File: config.mk
export PLATFORM = sky130hd
export DESIGN_NAME = axis_pkt_pacer
export DESIGN_NICKNAME = d
export VERILOG_FILES = /design/src/rtl/axis_pkt_pacer.sv
export SDC_FILE = /design/constraint.sdc
export NUM_CORES = 2
export LEC_CHECK = 0
export ABC_AREA = 1
export CAP_MARGIN = 5
export CORE_AREA = 4 4 520 522
export DETAILED_ROUTE_END_ITERATION = 12
export DIE_AREA = 0 0 524 526
export SLEW_MARGIN = 25
export SYNTH_ARGS = -nofsm -noshare
export SYNTH_HDL_FRONTEND = slang
export SYNTH_SLANG_ARGS = --single-unit
File: constraint.sdc
create_clock -name clk -period 21.6 [get_ports clk]
set_input_delay 4.32 -clock clk [delete_from_list [all_inputs] [get_ports clk]]
set_output_delay 4.32 -clock clk [all_outputs]
set_load 0.01 [all_outputs]
File: src/rtl/axis_pkt_pacer.sv
// axis_pkt_pacer: AXI4-Stream pass-through that holds back packet starts to enforce
// back-to-back, fixed-IFG or timestamp-derived inter-packet spacing.
module axis_pkt_pacer #(
    parameter int AXIS_WIDTH = 512,
    parameter int TS_WIDTH   = 64,
    parameter int CNT_WIDTH  = 32
) (
    input  logic                    clk,
    input  logic                    rst_n,
    input  logic [AXIS_WIDTH-1:0]   s_axis_tdata,
    input  logic [AXIS_WIDTH/8-1:0] s_axis_tkeep,
    input  logic                    s_axis_tlast,
    input  logic                    s_axis_tvalid,
    output logic                    s_axis_tready,
    input  logic [TS_WIDTH-1:0]     s_axis_ts,
    output logic [AXIS_WIDTH-1:0]   m_axis_tdata,
    output logic [AXIS_WIDTH/8-1:0] m_axis_tkeep,
    output logic                    m_axis_tlast,
    output logic                    m_axis_tvalid,
    input  logic                    m_axis_tready,
    input  logic [1:0]              cfg_mode,
    input  logic [CNT_WIDTH-1:0]    cfg_ifg,
    input  logic [31:0]             cfg_cyc_per_ns,
    input  logic                    pause,
    output logic                    busy,
    output logic [CNT_WIDTH-1:0]    pkt_count,
    output logic                    ts_err
);
    typedef enum logic [1:0] {SOP_WAIT, CALC, GATE, PASS} state_t;
    state_t state, state_nxt;
    logic [1:0]          mode;
    logic                gate_open, hs, sop_hs, eop_hs, ifg_met, ts_met, neg, first_pkt;
    logic [CNT_WIDTH-1:0] idle_cnt, sop_cnt, target, target_calc;
    logic [TS_WIDTH-1:0] ts_lat, prev_ts;
    logic [TS_WIDTH:0]   delta_full;
    logic [31:0]         delta_c;
    logic [63:0]         prod;
    logic [64:0]         rnd;
    logic [48:0]         quo;
    assign mode = (cfg_mode == 2'd3) ? 2'd0 : cfg_mode;
    assign m_axis_tdata = s_axis_tdata;
    assign m_axis_tkeep = s_axis_tkeep;
    assign m_axis_tlast = s_axis_tlast;
    assign hs = s_axis_tvalid && s_axis_tready;
    assign sop_hs = hs && (state == SOP_WAIT || state == GATE);
    assign eop_hs = hs && s_axis_tlast;
    assign ifg_met = (mode == 2'd1) ? (idle_cnt >= cfg_ifg) : 1'b1;
    // sop_cnt reads k-1 in the k-th cycle after an SOP, so a target of T releases exactly T cycles later
    assign ts_met = (target == '0) || (sop_cnt >= target - 1'b1);
    assign delta_full = {1'b0, ts_lat} - {1'b0, prev_ts};
    assign neg = delta_full[TS_WIDTH];
    assign delta_c = (|delta_full[TS_WIDTH-1:32]) ? 32'hFFFF_FFFF : delta_full[31:0];
    assign prod = {32'd0, delta_c} * {32'd0, cfg_cyc_per_ns};
    assign rnd = {1'b0, prod} + 65'h0_FFFF;
    assign quo = rnd[64:16];
    assign target_calc = (first_pkt || neg) ? '0 :
                         (|quo[48:CNT_WIDTH]) ? '1 : quo[CNT_WIDTH-1:0];
    always_ff @(posedge clk or negedge rst_n) begin
        if (!rst_n) state <= SOP_WAIT;
        else        state <= state_nxt;
    end
    always_comb begin
        state_nxt = state;
        case (state)
            SOP_WAIT: state_nxt = (mode == 2'd2 && s_axis_tvalid) ? CALC :
                                  (hs && !s_axis_tlast) ? PASS : SOP_WAIT;
            CALC:     state_nxt = GATE;
            GATE:     state_nxt = hs ? (s_axis_tlast ? SOP_WAIT : PASS) : GATE;
            PASS:     state_nxt = eop_hs ? SOP_WAIT : PASS;
            default:  state_nxt = SOP_WAIT;
        endcase
    end
    always_comb begin
        gate_open = !rst_n ? 1'b0 :
                    (state == PASS) ? 1'b1 :
                    (state == SOP_WAIT) ? (!pause && mode != 2'd2 && ifg_met) :
                    (state == GATE) ? (!pause && ts_met) : 1'b0;
        busy = (state == PASS);
        s_axis_tready = m_axis_tready && gate_open;
        m_axis_tvalid = s_axis_tvalid && gate_open;
    end
    always_ff @(posedge clk or negedge rst_n) begin
        if (!rst_n) begin
            pkt_count <= '0;
            ts_err    <= 1'b0;
            first_pkt <= 1'b1;
            idle_cnt  <= '0;
            sop_cnt   <= '0;
            target    <= '0;
            ts_lat    <= '0;
            prev_ts   <= '0;
        end else begin
            if (eop_hs) pkt_count <= pkt_count + 1'b1;
            idle_cnt <= eop_hs ? '0 : (&idle_cnt) ? idle_cnt : idle_cnt + 1'b1;
            sop_cnt  <= sop_hs ? '0 : (&sop_cnt) ? sop_cnt : sop_cnt + 1'b1;
            if (sop_hs) first_pkt <= 1'b0;
            if (state == SOP_WAIT && state_nxt == CALC) ts_lat <= s_axis_ts;
            if (state == CALC) begin
                target  <= target_calc;
                prev_ts <= ts_lat;
                if (!first_pkt && neg) ts_err <= 1'b1;
            end
        end
    end
endmodule

==> qor.log <==
INFO  clock_network  cts.root.buffer_cell=sky130_fd_sc_hd__clkbuf_16
INFO  yosys          netlist_top_cells_area=sky130_fd_sc_hd__fa_1, sky130_fd_sc_hd__dfrtp_1, sky130_fd_sc_hd__inv_1, sky130_fd_sc_hd__nand2_1, sky130_fd_sc_hd__ha_1
INFO  die            placeableCoreArea=265100squm
INFO  worst_setup_path cp_data_required_time=22.03ns
INFO  drt            final_antenna_net_count=0
INFO  layout         layout-area-overhead-vs-synth=4.863%
INFO  yosys          synth_top_cell_area_share=0.3161
INFO  worst_setup_path critPathSlowestCell=sky130_fd_sc_hd__clkdlybuf4s50_1
INFO  die            io_pins=1325
INFO  yosys          postSynthNetCount=9797
INFO  min_path       hold_path_startpoint=first_pkt$_DFFE_PN1P_
INFO  worst_setup_path cpMostUsedCell=sky130_fd_sc_hd__fa_1
INFO  drt            finalWirelength=241300um
INFO  worst_setup_path arrival=13.91ns
INFO  global_routing grt_antenna_before_repair=25
INFO  timing         grt_setup_unrepaired=no
INFO  worst_setup_path start_kind=primary input
INFO  status         status=complete, no violations
INFO  min_path       min_path_cells=2
INFO  layout         layout.cells.most_common_list=sky130_fd_sc_hd__inv_1, sky130_fd_sc_hd__nand2_1, sky130_fd_sc_hd__nor2_1, sky130_fd_sc_hd__fa_1, sky130_fd_sc_hd__ha_1
INFO  clock_network  insertion_delay=0.56ns
INFO  yosys          synth.largest_area_cell=sky130_fd_sc_hd__fa_1
INFO  clock_network  tritoncts.num_buffers=35
INFO  worst_setup_path cpPeakStageDelay=1.10ns
INFO  global_routing global_route.usage.total=0.1722
INFO  global_routing maximum_number_of_pins_on_one_net_before_global_route_repair=129
INFO  worst_setup_path worst_r2r_endpoint=target[12]$_DFFE_PN0P_
INFO  layout         layout.nets=9282
INFO  drt            route.detailed.vias_per_inst=4.473
INFO  min_path       hold_class=flop to flop
INFO  min_path       whs_endpoint=first_pkt$_DFFE_PN1P_
INFO  clock_network  cts_hold_buf=0
INFO  timing         number_of_endpoints_with_negative_hold_slack_in_the_final_report=0
INFO  yosys          syn-instance-count=7769
INFO  drt            wl_per_cell=22.30um
INFO  clock_network  cts_post_setup_buffers_inserted=0
INFO  die            floorplan.rows=189
INFO  global_routing global_route_total_overflow=0
INFO  timing         actual_slew_at_the_worst_max_slew_pin=1.148ns
INFO  timing         worst_slew_margin_rel=0.2338
INFO  worst_setup_path worst-path-max-fanout=32
INFO  clock_network  cts-root-to-sink-buffers=3
INFO  worst_setup_path setup_crit_path_kind=primary input to flop
INFO  yosys          synth-edff-count=0
INFO  flow_run       max_cap_viol_count=0
INFO  timing         setup_tns=0ns
INFO  die            dieWidth=524um
INFO  place          globalplace.congestion=0.9770
INFO  timing         timing.final.crit_share=0.6239
INFO  clock_network  cts.sink_count=260
INFO  yosys          postSynthAreaPerCell=7.442squm
INFO  yosys          synthesis.area=57820squm
INFO  yosys          synth-warning-count=0
INFO  yosys          synth_top_flop_cell=sky130_fd_sc_hd__dfrtp_1
INFO  drt            drt_drc_violations_left=0
INFO  global_routing first_global_vias=48925
INFO  clock_network  clock_tree_from_tritoncts=built
INFO  layout         post_route_cells_drive_above_1_share=0.02829
INFO  clock_network  ctsResizeCount=0
INFO  clock_network  clk_pin_slew_worst_paths=0.06ns
INFO  timing         clock-skew-final=0.03321ns
INFO  timing         max_freq=0.07420GHz
INFO  global_routing global_route_wire_length_before_repair=347400um
INFO  drt            drt_pre_antenna_iters=6
INFO  drt            dr_total_vias=48406
INFO  place          hpwl=201200um
INFO  layout         mostFrequentLayoutCell=sky130_fd_sc_hd__inv_1
INFO  yosys          postSynth.asyncResetShare=1.000
INFO  timing         timing.final.max_slew_violations=0
INFO  worst_setup_path regToRegSetupSlack=9.08ns
INFO  worst_setup_path crit-reg2reg-launch=ts_lat[31]$_DFFE_PN0P_
INFO  yosys          postSynthRegisterBits=260
INFO  clock_network  cts_htree_levels=2
INFO  drt            detail_route.iter0.violations=4044
INFO  yosys          synth_seq_area_share=0.1126
INFO  timing         post-route-min-period=13.48ns
INFO  yosys          synth_cell_type_count=55
INFO  timing         setup_viol=0
INFO  worst_setup_path r2r_cells=46
INFO  place          buffer_ports.inserted=172
INFO  die            die-area=275600squm
INFO  worst_setup_path setup.worst_path.end_class=flop
INFO  die            die_y=526um
INFO  die            initial_core_util=0.2181
==> Yosys cell counts, types with 46 or more instances <==
cell type and count:
sky130_fd_sc_hd__clkbuf_1 195, sky130_fd_sc_hd__o21ai_0 166, sky130_fd_sc_hd__fa_1 913, sky130_fd_sc_hd__inv_1 1623, sky130_fd_sc_hd__dfrtp_1 259, sky130_fd_sc_hd__ha_1 403, sky130_fd_sc_hd__xor2_1 90, sky130_fd_sc_hd__nor3_1 93
sky130_fd_sc_hd__nand4_1 46, sky130_fd_sc_hd__a21oi_1 202, sky130_fd_sc_hd__buf_4 579, sky130_fd_sc_hd__nor2_1 1092, sky130_fd_sc_hd__xnor2_1 65, sky130_fd_sc_hd__nand2_1 1590, sky130_fd_sc_hd__nand3_1 193
==> worst max-delay path: cells and delay by family <==
| family | cells | cell delay [ns] |
|---|---|---|
| AND/OR/NAND/NOR | 12 | 2.08 |
| adder cells (fa/ha/maj) | 9 | 4.05 |
| buffers and inverters | 4 | 2.19 |
| AO/OA/AOI/OAI | 6 | 1.24 |
==> registers in the layout (all words and copies together), names as in the netlist <==
name / flops
first_pkt: 1
idle_cnt: 32
pkt_count: 32
prev_ts: 64
sop_cnt: 32
state: 2
target: 32
ts_err: 1
ts_lat: 64
==> kinds of logic (layout without fill, tap and decap cells) <==
logic type,count (synthesis),count (layout),synth area share
compound gates,469,469,0.04475
xor+xnor,155,155,0.02348
mux,1,1,0.0001947
fa+ha+maj,1316,1316,0.4033
flops,260,260,0.1126
simple gates,3122,3122,0.2183
buf+inv,2446,1958,0.1974
other cells,0,8,0
==> stage by stage <==
| step | utilization | instance area (sq um) | setup slack [ns] | cells | hold WS (ns) |
|---|---|---|---|---|---|
| finish | 0.2287 | 60630 | 8.123 | 10822 | 0.4782 |
| global route | 0.2286 | 60610 | 7.705 | 10815 | 0.5039 |
| CTS | 0.2285 | 60580 | 8.272 | 10813 | 0.4811 |
| detailed placement | 0.2239 | 59350 | 7.694 | 10749 | 0.4719 |
| global placement | 0.2239 | 59350 | 7.684 | 10749 | 0.4713 |
| floorplan | - | 57820 | 10.21 | 7769 | 0.4466 |
==> worst max path at each step <==
stage,startpoint,endpoint,slack (ns),depth (start not counted)
detailed placement,cfg_cyc_per_ns[27],target[12]$_DFFE_PN0P_,7.69,31
global route,cfg_cyc_per_ns[11],target[12]$_DFFE_PN0P_,7.70,33
global placement,cfg_cyc_per_ns[18],target[16]$_DFFE_PN0P_,7.68,33
finish,cfg_cyc_per_ns[28],target[12]$_DFFE_PN0P_,8.12,31
floorplan,cfg_cyc_per_ns[17],target[0]$_DFFE_PN0P_,10.21,35
CTS,cfg_cyc_per_ns[27],target[12]$_DFFE_PN0P_,8.27,31
==> cell type report <==
class,instances,area [sq um]
antenna,8,20.02
clock buffer,46,987.2
clock inverter,18,242.7
fill,29553,204500
inverter,1645,6175
multi-input combinational,5063,39950
sequential,260,6507
tap,3533,4420
timing repair buffer,249,2323
==> metal layers <==
| metal | vias to the layer above | GRT usage | wire length [um] |
|---|---|---|---|
| met5 | - | 0.06739 | 2551 |
| met4 | 66 | 0.05354 | 8521 |
| li1 | 21437 | - | - |
| met3 | 499 | 0.09769 | 36690 |
| met1 | 23653 | 0.2190 | 97680 |
| met2 | 2751 | 0.2378 | 95870 |
Power is not shown: default switching activity piles up to over one toggle a cycle in this logic, so the estimate is an artifact.
